## config.mk

```make
export PLATFORM = sky130hd
export DESIGN_NAME = muldiv_unit
export DESIGN_NICKNAME = d
export VERILOG_FILES = /design/src/rtl/muldiv_unit.sv
export SDC_FILE = /design/constraint.sdc
export NUM_CORES = 1
export LEC_CHECK = 0
export CELL_PAD_IN_SITES_DETAIL_PLACEMENT = 1
export CELL_PAD_IN_SITES_GLOBAL_PLACEMENT = 2
export CORE_MARGIN = 3
export CORE_UTILIZATION = 30
export CTS_BUF_LIST = sky130_fd_sc_hd__clkbuf_16
export CTS_CLUSTER_SIZE = 24
export DETAILED_ROUTE_END_ITERATION = 12
export GPL_ROUTABILITY_DRIVEN = 0
export PLACE_DENSITY = 0.81
export SKIP_LAST_GASP = 1
export SYNTH_ARGS = -nofsm -noshare
export SYNTH_HDL_FRONTEND = slang
export SYNTH_SLANG_ARGS = --single-unit
```

## constraint.sdc

```tcl
create_clock -name clk -period 3.3 [get_ports clk]
set_input_delay 0.825 -clock clk [delete_from_list [all_inputs] [get_ports clk]]
set_output_delay 0.825 -clock clk [all_outputs]
set_load 0.01 [all_outputs]
```

## src/rtl/muldiv_unit.sv

```systemverilog
// muldiv_unit: iterative shift-add multiply / restoring divide owning HI/LO.
// One iteration per cycle for WIDTH cycles, then a sign-fix/write cycle.
module muldiv_unit #(
  parameter int WIDTH = 32
) (
  input  logic             clk,
  input  logic             reset_n,
  input  logic             start,
  input  logic             op,
  input  logic             is_signed,
  input  logic [WIDTH-1:0] A,
  input  logic [WIDTH-1:0] B,
  input  logic             mthi,
  input  logic             mtlo,
  input  logic [WIDTH-1:0] wdata,
  output logic [WIDTH-1:0] HI,
  output logic [WIDTH-1:0] LO,
  output logic             busy,
  output logic             done,
  output logic             div_zero
);
  localparam int CW = $clog2(WIDTH);
  typedef enum logic [1:0] {S_IDLE, S_CALC, S_FIX} state_t;
  state_t r_state, w_next;
  logic [CW-1:0] r_cnt;
  logic r_op, r_neg_q, r_neg_r, r_dz, r_busy, r_done, r_div_zero;
  logic [WIDTH-1:0] r_ma, r_mb, r_a, r_hi, r_lo;
  logic [2*WIDTH-1:0] r_acc;
  logic w_an, w_bn;
  logic [WIDTH-1:0] w_ma, w_mb, w_q, w_r;
  logic [WIDTH:0] w_sum, w_rsh, w_dif;
  logic [2*WIDTH-1:0] w_mstep, w_dstep, w_prod;
  assign w_an = is_signed & A[WIDTH-1];
  assign w_bn = is_signed & B[WIDTH-1];
  assign w_ma = w_an ? -A : A;
  assign w_mb = w_bn ? -B : B;
  // Multiply: acc = {partial product, remaining multiplier bits}
  assign w_sum   = {1'b0, r_acc[2*WIDTH-1:WIDTH]} + {1'b0, r_acc[0] ? r_ma : {WIDTH{1'b0}}};
  assign w_mstep = {w_sum, r_acc[WIDTH-1:1]};
  // Divide: acc = {remainder, dividend bits shifting out / quotient bits shifting in}
  assign w_rsh   = r_acc[2*WIDTH-1:WIDTH-1];
  assign w_dif   = w_rsh - {1'b0, r_mb};
  assign w_dstep = w_dif[WIDTH] ? {w_rsh[WIDTH-1:0], r_acc[WIDTH-2:0], 1'b0}
                                : {w_dif[WIDTH-1:0], r_acc[WIDTH-2:0], 1'b1};
  assign w_prod = r_neg_q ? -r_acc : r_acc;
  assign w_q    = r_neg_q ? -r_acc[WIDTH-1:0] : r_acc[WIDTH-1:0];
  assign w_r    = r_neg_r ? -r_acc[2*WIDTH-1:WIDTH] : r_acc[2*WIDTH-1:WIDTH];
  always_comb begin
    w_next = r_state == S_IDLE ? (start ? S_CALC : S_IDLE)
           : r_state == S_CALC ? (r_cnt == CW'(WIDTH-1) ? S_FIX : S_CALC)
           : S_IDLE;
  end
  always_ff @(posedge clk or negedge reset_n) begin
    if (!reset_n) r_state <= S_IDLE;
    else r_state <= w_next;
  end
  always_ff @(posedge clk or negedge reset_n) begin
    if (!reset_n) begin
      r_cnt <= '0;
      r_op <= 1'b0;
      r_neg_q <= 1'b0;
      r_neg_r <= 1'b0;
      r_dz <= 1'b0;
      r_ma <= '0;
      r_mb <= '0;
      r_a <= '0;
      r_acc <= '0;
      r_hi <= '0;
      r_lo <= '0;
      r_busy <= 1'b0;
      r_done <= 1'b0;
      r_div_zero <= 1'b0;
    end else begin
      r_done <= r_state == S_FIX;
      if (r_state == S_IDLE && start) begin
        r_op <= op;
        r_ma <= w_ma;
        r_mb <= w_mb;
        r_a <= A;
        r_neg_q <= w_an ^ w_bn;
        r_neg_r <= w_an;
        r_dz <= op && B == '0;
        r_acc <= {{WIDTH{1'b0}}, op ? w_ma : w_mb};
        r_cnt <= '0;
        r_busy <= 1'b1;
        r_div_zero <= 1'b0;
      end else if (r_state == S_IDLE) begin
        if (mthi) r_hi <= wdata;
        if (mtlo) r_lo <= wdata;
      end else if (r_state == S_CALC) begin
        r_acc <= r_op ? w_dstep : w_mstep;
        r_cnt <= r_cnt + 1'b1;
      end else begin
        r_busy <= 1'b0;
        r_div_zero <= r_op && r_dz;
        r_hi <= !r_op ? w_prod[2*WIDTH-1:WIDTH] : r_dz ? r_a : w_r;
        r_lo <= !r_op ? w_prod[WIDTH-1:0] : r_dz ? {WIDTH{1'b1}} : w_q;
      end
    end
  end
  assign HI = r_hi;
  assign LO = r_lo;
  assign busy = r_busy;
  assign done = r_done;
  assign div_zero = r_div_zero;
endmodule

```

==> results of run 1 <==
==> flip-flops by register name, summed over array words and instances (netlist names) <==
register,count
r_dz,1
LO,32
r_mb,32
busy,1
HI,32
r_a,31
r_acc,64
r_cnt,5
r_op,1
r_ma,32
div_zero,1
done,1
r_neg_q,1
r_neg_r,1
r_state,2
==> power groups by stage <==
stage,Sequential [mW],Combinational [mW],Clock (mW)
3_3_place_gp,5.40,16.9,0
6_report,5.52,19.5,3.22
5_1_grt,5.64,21.1,3.38
3_5_place_dp,5.47,17.5,0
2_1_floorplan,5.21,10.4,0
4_1_cts,5.45,18.8,3.27
==> Yosys cell counts (14+ instances only) <==
cell,instances,area [µm²]
sky130_fd_sc_hd__or3_1,33,206.5
sky130_fd_sc_hd__a22oi_1,17,127.6
sky130_fd_sc_hd__xor2_1,103,902.1
sky130_fd_sc_hd__nor2_1,105,394.1
sky130_fd_sc_hd__or4_1,16,120.1
sky130_fd_sc_hd__and3_1,14,87.58
sky130_fd_sc_hd__o211ai_1,37,277.8
sky130_fd_sc_hd__nand2_1,361,1355
sky130_fd_sc_hd__nor3_1,24,120.1
sky130_fd_sc_hd__nand4_1,15,93.84
sky130_fd_sc_hd__a21o_1,30,225.2
sky130_fd_sc_hd__o221ai_1,14,122.6
sky130_fd_sc_hd__nand3_1,34,170.2
sky130_fd_sc_hd__a21oi_1,140,700.7
sky130_fd_sc_hd__o31ai_1,30,225.2
sky130_fd_sc_hd__dfrtp_1,237,5931
sky130_fd_sc_hd__and2_1,44,275.3
sky130_fd_sc_hd__nand2b_1,21,131.4
sky130_fd_sc_hd__inv_1,64,240.2
sky130_fd_sc_hd__mux2i_1,55,550.5
sky130_fd_sc_hd__clkbuf_1,136,510.5
sky130_fd_sc_hd__xnor2_1,94,823.3
sky130_fd_sc_hd__o21ai_0,282,1411
sky130_fd_sc_hd__ha_1,70,875.8
sky130_fd_sc_hd__nor2b_1,19,118.9
sky130_fd_sc_hd__a31oi_1,18,112.6
sky130_fd_sc_hd__o22ai_1,38,237.7
==> metrics by stage <==
step,total power [mW],area [µm²],std cells,utilization (%),setup WS (ps)
after floorplan,15.62,17680,2215,-,0.1881
after global placement,22.27,22060,3283,38.02,-721.4
after detailed placement,22.93,22060,3283,38.02,-799.8
after global routing,30.13,23970,3359,41.30,-56.51
after CTS,27.47,23450,3349,40.42,-70.95
final,28.28,23970,3360,41.31,42.95
==> timing repair <==
action                                 4_1_cts  5_1_grt
gates resized for setup                     71      106
setup endpoints to repair                   65       73
gates cloned                                 2        0
endpoints found under the hold margin        0        0
buffers inserted                            11       13
pin swaps                                   23       51
==> worst min path at each step <==
stage            start       to  depth (start not counted)
3_5_place_dp    r_a[9]   r_a[9]                          2
4_1_cts        reset_n   LO[18]                          1
5_1_grt        reset_n   LO[24]                          1
2_1_floorplan  r_a[18]  r_a[18]                          2
6_report       reset_n   LO[24]                          1
3_3_place_gp    HI[22]   HI[22]                          2
==> layout by cell type, fill, tap and decap left out, types with 11 or more instances in the layout <==
cell / instances
sky130_fd_sc_hd__clkdlybuf4s50_1: 167
sky130_fd_sc_hd__o21a_1: 11
sky130_fd_sc_hd__o31ai_1: 24
sky130_fd_sc_hd__mux2i_1: 52
sky130_fd_sc_hd__nor2_1: 101
sky130_fd_sc_hd__a31oi_1: 17
sky130_fd_sc_hd__ha_1: 55
sky130_fd_sc_hd__a21oi_2: 12
sky130_fd_sc_hd__and2_1: 39
sky130_fd_sc_hd__a21oi_1: 125
sky130_fd_sc_hd__nand2_1: 359
sky130_fd_sc_hd__buf_4: 294
sky130_fd_sc_hd__nor3_1: 20
sky130_fd_sc_hd__nor2b_1: 18
sky130_fd_sc_hd__a21o_1: 30
sky130_fd_sc_hd__inv_1: 65
sky130_fd_sc_hd__o221ai_1: 13
sky130_fd_sc_hd__clkbuf_16: 29
sky130_fd_sc_hd__a22oi_1: 16
sky130_fd_sc_hd__o22ai_1: 37
sky130_fd_sc_hd__o21ai_1: 28
sky130_fd_sc_hd__o211ai_1: 37
sky130_fd_sc_hd__nand3_1: 33
sky130_fd_sc_hd__dfrtp_1: 232
sky130_fd_sc_hd__ha_4: 13
sky130_fd_sc_hd__xnor2_1: 89
sky130_fd_sc_hd__and3_1: 13
sky130_fd_sc_hd__xor2_1: 101
sky130_fd_sc_hd__o21ai_0: 253
sky130_fd_sc_hd__nand4_1: 15
sky130_fd_sc_hd__or4_1: 12
sky130_fd_sc_hd__or3_1: 26
sky130_fd_sc_hd__a221oi_1: 11
sky130_fd_sc_hd__nand2b_1: 18
==> routing by layer <==
layer  routed length, µm  up-vias  GRT usage, %
li1                    -     8578             -
met1               35850     9488         32.79
met2               37800      479         41.20
met3                3239      130         2.433
met4                3166        2         9.571
met5                  17        -             0
==> cells by family after synthesis <==
family / share of synthesized area (%)
adder cells (fa/ha/maj): 5.181
AND/OR/NAND/NOR: 19.16
AO/OA/AOI/OAI: 23.88
multiplexers: 3.687
buffers and inverters: 4.784
flip-flops: 33.55
XOR/XNOR: 9.760
==> area by class of cell <==
class | count | area share [%]
multi-input combinational | 1757 | 48.77
timing repair buffer | 483 | 17.60
clock buffer | 29 | 3.028
sequential | 237 | 24.77
clock inverter | 24 | 0.8300
inverter | 64 | 1.002
antenna | 1 | 0.01044
tap | 765 | 3.993
==> flow_results.org, run 1 <==
** Timing
- Final critical-path required period :: 3257 ps
- The number of max-slew violations in the final report is 0.
- Unrepaired setup endpoints after global routing :: true
- Fmax :: 0.3070 GHz
- The clock arrives with 15.71 ps of skew.
- After layout, the worst path uses 98.70% of the clock period.
- For the pin with the worst max-slew slack, the measured transition is 900.9 ps.
- # setup viols final :: 0
- Worst Hold Margin :: 240.2 ps
- Hold Fails Final Rpt :: 0
- Setup total negative slack :: 0 ps
- In this run the tightest slew margin relative to its limit is 39.94%.

** Global routing
- Global routing used 24.62% of the available tracks.
- The number of antenna violations at the first check in global routing was 1.
- Number of global-route vias before repair :: 19422
- Grt total ovfl :: 0
- Largest net degree at the start of global routing :: 153
- Global-route wire length before repair :: 120000 µm

** Critical path
- Highest cell delay on the worst timing path :: 510 ps
- The most critical setup path has its startpoint at r_acc[50].
- The signal on the critical path passes through ha_1 -> a21oi_1 -> o21ai_0 -> a311o_1 -> o2bb2ai_1 -> a31oi_4 -> and2_4 -> xnor2_4 -> buf_6 -> mux2i_2 -> a21oi_2 -> a31o_2.
- STA puts the critical path data required time at 3770 ps.
- Crit path max-delay family :: compound AO/OA/AOI/OAI gates
- Endpoint of the lowest-slack register-to-register path :: r_acc[48]
- Worst Path Class, Setup :: flip-flop to flip-flop
- Kind of end point of the critical path :: flip-flop
- Worst Path Buf+Inv :: 1
- Max Fanout on Critical Path :: 6
- Worst R2R Start :: r_acc[50]
- Cells on worst reg2reg path :: 12
- STA puts the critical path data arrival time at 3730 ps.
- The setup check on the worst reg-to-reg path leaves a slack of 40 ps.
- Path length in cells of the critical path :: 12
- For this design, the slowest cell found on the critical path is sky130_fd_sc_hd__dfrtp_2.
- The most critical setup path has its endpoint at r_acc[48].
- STA classifies the critical path startpoint as a flip-flop.

** Pwr
- The clock network is responsible for 11.4% of the overall power.
- Net switching is 47.99% of the power.
- For this design the ratio of total power to cell area is 1180 nW/µm².
- Sequential cells account for 19.5% of the total power.
- Cell internal power was estimated by the tool at 14.71 mW.
- Net Sw Power :: 13.57 mW
- Across the VDD grid, the largest voltage drop is 483.1 µV.
- Leakage power total :: 10.22 nW
- In this run, the combinational gates consume 69.1% of the power.

** Detailed routing
- In the routed layout, each cell is associated on average with a via count of 5.559.
- After detailed routing, the average wire length per cell comes to 23.83 µm.
- For this run, design rule violations remaining after detail routing come to 0.
- After the first detailed-routing iteration, the DRC count stood at 1216.
- Antenna viol nets, final :: 0
- DR vias :: 18677
- Drt first pass iters :: 5
- Drt total wl :: 80070 µm

** Final layout
- Number of filler instances in the final layout :: 6803
- Area occupied by registers :: 5937 µm²
- In the final layout, the multi-input gates occupy 11690 µm².
- P&R area growth vs syn :: 35.59%
- Number of nets in the layout :: 2747
- In the final layout, the share of cells above drive strength 1 is 19.51%.

** Placement
- Detailed placement finished with a half-perimeter wire length of 61720 µm.
- Port bufs :: 169

** Floorplanning
- Width of the die :: 248.8 µm
- The die is 248.8 µm tall.
- Ports :: 170
- The initial utilization of the core area, before any placement, comes to 30.47%.
- Die ar. :: 61880 µm²
- Core region area :: 58030 µm²
- Cell Rows :: 88

** Yosys
- Of the synthesized area, sequential elements account for 33.55%.
- Post-Syn Nets :: 2390
- In this run, distinct cell masters in the synthesized netlist total 72.
- In this run, synthesis produced a sequential element count of 237.
- For this run, the number of Yosys warnings is 0.
- In the synthesized netlist the dominant register cell turns out to be sky130_fd_sc_hd__dfrtp_1.
- Ys async rst share :: 100.0%
- Yosys mapped a number of flops with a built-in enable equal to 0.
- Number of instances in the synthesized netlist :: 2215
- Average size of a mapped cell :: 7.981 µm²
- In this run the cell area of the synthesized design comes to 17680 µm².

** Clock tree
- Maximum count of clock buffers along a single path :: 3
- Clk root buf :: sky130_fd_sc_hd__clkbuf_16
- Clock slew at reported path FFs :: 70 ps
- CTS buffer count :: 29
- In this run the number of H-tree levels came out at 1.
- Cts hold-fix bufs :: 0
- CTS saw 237 sinks.
- Clock tree from TritonCTS :: built
- The later pin in the worst-skew pair is clocked with a latency of 580 ps.

** Outcome
- Outcome :: finished, final reports clean

** Job
- Max-Cap Viols :: 0

** Hold path
- Hold crit path type :: primary input to async pin
No activity file was read; power rests on OpenSTA's default activity.
==> run 2, diff against run 1 <==
CTS_CLUSTER_DIAMETER = 200   (was default)
==> run 2 against run 1 <==
Final cell count fell by 1.0%. Flip-flop and latch count did not move. Wire length fell by 1.5%. Global-route usage fell by 0.36 points. Register-to-register slack got worse by 30 ps. Power fell by 5.5%. Die area did not move. Clock power fell by 45%. Critical path type unchanged. Highest routed layer unchanged.
==> flow_results.org, run 2 (synthesis results as in run 1) <==
** Global routing
- The global-route usage over all layers was 24.26% (-0.36 points).
- The residual overflow from global routing came to 0 (unchanged).
- Largest net degree at the start of global routing :: 153 (unchanged)
- The via count of the first global-routing pass is 19055 (-1.9%).
- Number of antenna violations at the first check in global routing :: 2 (+1)
- Global-route wire length before repair :: 118200 µm (-1.5%)

** Detailed routing
- Routed vias/inst :: 5.517 (-0.75%)
- The total number of vias was 18349 (-1.8%).
- The remaining number of nets flagged by the antenna check after routing was 0 (unchanged).
- The detailed-route DRC error count is 0 (unchanged).
- Wire length per cell after detailed routing :: 23.70 µm (-0.54%)
- Drt total wl :: 78830 µm (-1.5%)
- The initial DRC count is 1124 (-7.6%).
- Drt first pass iters :: 5 (unchanged)

** Timing
- The clock period minus worst slack is 3285 ps (+27.97 ps).
- Fmax :: 0.3044 GHz (-0.85%)
- The clock skew after layout is 26.73 ps (+11.02 ps).
- The transition time of the tightest slew-check pin is 884.8 ps (-16.11 ps).
- Smallest setup slack after layout :: 14.98 ps (-27.97 ps)
- The final hold violation count came to 0 (unchanged).
- Number of max-slew violations in the final report :: 0 (unchanged)
- The final clock period utilization by the worst path is 99.55% (+0.85 points).
- Setup repair after global routing could not meet its margin everywhere.
- # setup viols final :: 0 (unchanged)
- The relative slew slack is 41.01% (+1.1 points).

** Clock tree
- The CTS clock-pin slew for the worst setup and hold paths is 100 ps (+30 ps).
- Clock tree from TritonCTS :: built
- Maximum count of clock buffers along a single path :: 3 (unchanged)
- CTS placed an instance of sky130_fd_sc_hd__clkbuf_16 at the clock tree root.
- The count of hold buffers inserted by post-cts repair is 0 (unchanged).
- CTS buffer count :: 13 (-55%)
- The worst-skew pair later-pin latency came to 520 ps (-60 ps).
- Sinks on the clock net :: 237 (unchanged)
- The count of H-tree levels built during CTS came to 1 (unchanged).

** Hold path
- The tightest min-delay check is of the primary input to async pin type.

** Pwr
- The maximum vdd drop was 454.4 µV (-5.9%).
- The sum of internal, switching and leakage power is 26.73 mW (-5.5%).
- The leakage power total came to 9.961 nW (-2.5%).
- The power density normalized to cell area came to 1141 nW/µm² (-3.3%).

** Critical path
- In this design, the largest share of critical-path delay is due to buffers and inverters.
- The endpoint identified for the worst register-to-register timing path is r_acc[57].
- The worst path arrival time is 3650 ps (-80 ps).
- Among all stages on the critical path, the largest delay is contributed by sky130_fd_sc_hd__dfrtp_1.
- Flop-to-flop setup slack :: 10 ps (-30 ps)
- Traced cell by cell, the critical path runs through inv_2 -> ha_4 -> fa_2 -> nand2b_4 -> a21oi_2 -> buf_4 -> a41oi_4 -> o21ai_1 -> buf_4 -> a31oi_4 -> and2_4 -> xnor2_4 -> buf_12 -> buf_4 -> mux2i_1 -> o221ai_1.
- Most used cell along the critical path :: sky130_fd_sc_hd__buf_4
- The maximum fanout along the worst path was 11 (+5).
- Path length in cells of the critical path :: 16 (+4)
- Data required time at the worst endpoint :: 3660 ps (-110 ps)
- The longest individual stage delay on the worst path is 450 ps (-60 ps).
- Kind of end point of the critical path :: flip-flop
- STA classifies the critical path startpoint as a flip-flop.
- Worst Path Buf+Inv :: 5 (+4)
- Worst Path Class, Setup :: flip-flop to flip-flop
- The startpoint identified for the worst register-to-register timing path is r_acc[31].
- The cell depth of the worst flop-to-flop path came to 16 (+4).

** Final layout
- The library cells used most frequently in the layout, excluding fill and tap cells, are sky130_fd_sc_hd__nand2_1, sky130_fd_sc_hd__buf_4, sky130_fd_sc_hd__o21ai_0, sky130_fd_sc_hd__dfrtp_1, sky130_fd_sc_hd__clkdlybuf4s50_1.
- Core utilization of the finished layout :: 40.35% (-0.95 points)
- The flip-flop count of the largest register, all copies and words added is 64 (unchanged).
- The fill cell instance count of the final layout came to 6828 (+0.37%).
- From synthesis to final layout, the design area changed by 32.46%.
- Fraction of final layout cells sized beyond drive strength 1 :: 18.49% (-1.0 points)
- Most common library cell in the layout ignoring fill and taps :: sky130_fd_sc_hd__nand2_1
- Area of combinational cells with multiple inputs :: 11660 µm² (-0.26%)
- Area occupied by registers :: 5941 µm² (about the same)
- The post-layout instance count excluding filler cells came to 3326 (-1.0%).
- The total number of nets in the final design was 2733 (-0.51%).
- Ranked by flip-flop count, first place goes to r_acc.

** Outcome
- The run finished with clean final reports.

** Placement
- The post-DP HPWL was 61720 µm (unchanged).
- The post-placement cell count was 3283 (unchanged).
- The number of buffers added on ports is 169 (unchanged).
- Worst slack at placement :: -799.8 ps (unchanged)

** Floorplanning
- The placement row count was 88 (unchanged).
- The die outline width was 248.8 µm (unchanged).
- Initial Utilization :: 30.47% (unchanged)
- The total I/O pin count was 170 (unchanged).
- Die ar. :: 61880 µm² (unchanged)
- The area inside the core boundary came to 58030 µm² (unchanged).
- Vertical die dimension :: 248.8 µm (unchanged)

** Job
- The number of max-cap violations was 0 (unchanged).
==> run 2: worst max-delay path by stage <==
stage	from	to	slack (ps)
floorplan	r_acc[31]	r_acc[62]	0.2
global placement	B[5]	r_acc[24]	-720
detailed placement	B[5]	r_acc[24]	-800
CTS	r_acc[19]	HI[29]	-80
global route	A[7]	r_acc[29]	-100
finish	r_acc[31]	r_acc[57]	10
==> run 2: layout make-up <==
cell class	count	area share, %
Multi-Input combinational cell	1757	49.79
Sequential cell	237	25.37
Timing Repair Buffer	485	18.27
Tap cell	765	4.088
Clock buffer	13	1.389
Inverter	64	1.026
Clock inverter	2	0.03740
Antenna cell	3	0.03206
==> run 2: metrics by stage <==
step	hold slack, ps	setup TNS, ps	instance area [µm²]
finish	311.1	0	23420
global route	354.9	-745.2	23410
CTS	333.5	-173.2	22750
detailed placement	463.1	-31130	22060
global placement	459.1	-25760	22060
floorplan	440.4	0	17680
==> run 2: metal layers <==
layer / track usage [%] / up-vias / routed length [µm]
met5: 0 / - / 23
met4: 8.121 / 2 / 2932
met3: 2.151 / 114 / 3315
met2: 40.71 / 471 / 37090
met1: 32.88 / 9243 / 35470
li1: - / 8519 / -
==> run 2: what timing repair did <==
item	CTS	global route
setup buffers	6	17
resized for setup	59	117
pin swaps	20	49
cloned	1	1
endpoints found under the hold margin	0	0
setup endpoints to repair	66	74
==> run 2: power breakdown <==
part	switching, mW	internal [mW]
clock network	1.05	0.720
logic	10.8	8.63
registers	1.22	4.28
==> edit (settings of run 2) <==
The 3 states of `state_t` get a one-hot encoding in 3 bits.
--- a/src/rtl/muldiv_unit.sv
+++ b/src/rtl/muldiv_unit.sv
@@ -20,7 +20,7 @@
   output logic             div_zero
 );
   localparam int CW = $clog2(WIDTH);
-  typedef enum logic [1:0] {S_IDLE, S_CALC, S_FIX} state_t;
+  typedef enum logic [2:0] {S_IDLE = 3'b001, S_CALC = 3'b010, S_FIX = 3'b100} state_t;
   state_t r_state, w_next;
   logic [CW-1:0] r_cnt;
   logic r_op, r_neg_q, r_neg_r, r_dz, r_busy, r_done, r_div_zero;
Function: same outputs for any inputs over 4 cycles, from zero or initial values and one cycle with reset_n low; so few cycles prove little.
==> edit against run 2 <==
- the run now ends with negative setup slack left
- critical path type unchanged
- critical path depth fell by 3
- die area rose by 1.5%
- clock power rose by 3%
- sequential cell count rose by 1
- total power fell by 5.1%
- worst setup slack got worse by 160 ps
- cell area rose by 1.4%
- routed wire length rose by 7.9%
- area after synthesis rose by 1.5%
- via count rose by 4.7%
- highest routed layer unchanged
- sequential share of layout area fell by 0.26 points
- largest cell class unchanged
==> edit: results (changes against run 2) <==
[outcome]
status=finished with violations  ; was complete, no violations
violations=negative setup slack

[global_route]
grt_max_degree=159  ; was 153
grt_pass1_wl_um=127000  ; was 118,000 µm
grt_pass1_vias=19879  ; was 19.1k

[logic_synthesis]
synthCells=2283  ; was 2,215
ys_seq_area_frac=0.332  ; was 0.335
synthesis.nets=2458  ; was 2,390
synth.distinct_cells=73  ; was 72
synth_area_leaders=dfrtp_1 (33%), o21ai_0 (7.8%), nand2_1 (7.8%)  ; was dfrtp_1 (34%), o21ai_0 (8.0%), nand2_1 (7.7%)

[critical_path]
cp_slowest_cell=a2111o_1  ; was dfrtp_1
r2r_end=r_acc[56]  ; was r_acc[57]

[detailed_routing]
drt_iter0_drc=1498  ; was 1,124
drt-total-wl_um=85100  ; was 78,800 µm
vias=19219  ; was 18.3k

[place]
hpwl_um=67100  ; was 61,700 µm
dpl.cell_count=3391  ; was 3,283
place_ws_ps=-583  ; was -800 ps
dpl_cell_area_um2=22600  ; was 22,100 µm²

[timing]
setup_viol=21  ; was 0
fin_ws_ps=-143  ; was 15.0 ps
setup_tns_ps=-1160  ; was 0 ps
fin_worst_skew_ps=21.7  ; was 26.7 ps

[final_layout]
drive_gt1_frac=0.179  ; was 0.185
diodes=0  ; was 3

[power_and_ir_drop]
p_leak_nw=10.4  ; was 9.96 nW

edit: cell families after synthesis:
family	after synthesis	share of synthesized area
XOR/XNOR	187	0.0913
buffers and inverters	233	0.0499
flip-flops	238	0.332
AND/OR/NAND/NOR	750	0.191
multiplexers	79	0.0443
AO/OA/AOI/OAI	724	0.240
adder cells (fa/ha/maj)	72	0.0510
edit: worst max-delay path by stage:
stage	from	to	cells past startpoint
after floorplan	r_acc[0]	r_acc[62]	15
after global placement	B[3]	r_acc[31]	13
after detailed placement	B[3]	r_acc[31]	13
after CTS	r_acc[34]	HI[25]	12
after global routing	r_acc[0]	r_acc[56]	13
final	r_acc[0]	r_acc[56]	13
edit: power breakdown:
| group | total, mW | leakage (nW) | internal (mW) | switching, mW |
|---|---|---|---|---|
| Sequential | 5.39 | 2.96 | 4.25 | 1.13 |
| Combinational | 18.2 | 7.30 | 7.87 | 10.3 |
| Clock | 1.83 | 0.183 | 0.726 | 1.10 |
edit: timing repair:
action,CTS,global route
buffers inserted,16,7
gates resized for setup,55,85
endpoints found under the setup margin,57,55
pin swaps,25,33
edit: worst max-delay path, delay by kind of cell, from the launching register on:
family	cells	cell delay, ps
compound gates	8	2020
xor+xnor	1	200
fa+ha+maj	1	210
buf+inv	2	320
flops	1	430
simple gates	1	140
edit: cell type report:
class | count | area [µm²]
clock buffer | 13 | 325
tap | 773 | 967
fill | 7038 | 35400
multi-input combinational | 1812 | 11700
timing repair buffer | 519 | 4550
clock inverter | 5 | 18.8
inverter | 71 | 267
sequential | 238 | 5960
edit: routing by layer:
| layer | global-route usage | part of all wire | up-vias |
|---|---|---|---|
| met1 | 0.351 | 0.43 | 9685 |
| met3 | 0.0329 | 0.054 | 154 |
| met5 | 0 | 0.00014 | - |
| met2 | 0.444 | 0.47 | 585 |
| met4 | 0.0812 | 0.041 | 2 |
| li1 | - | - | 8793 |
edit: stage by stage:
| stage | power [mW] | hold WS (ps) |
|---|---|---|
| 3_3_place_gp | 21.3 | 456 |
| 6_report | 25.4 | 301 |
| 3_5_place_dp | 21.9 | 462 |
| 2_1_floorplan | 14.3 | 437 |
| 5_1_grt | 26.9 | 336 |
| 4_1_cts | 24.5 | 331 |
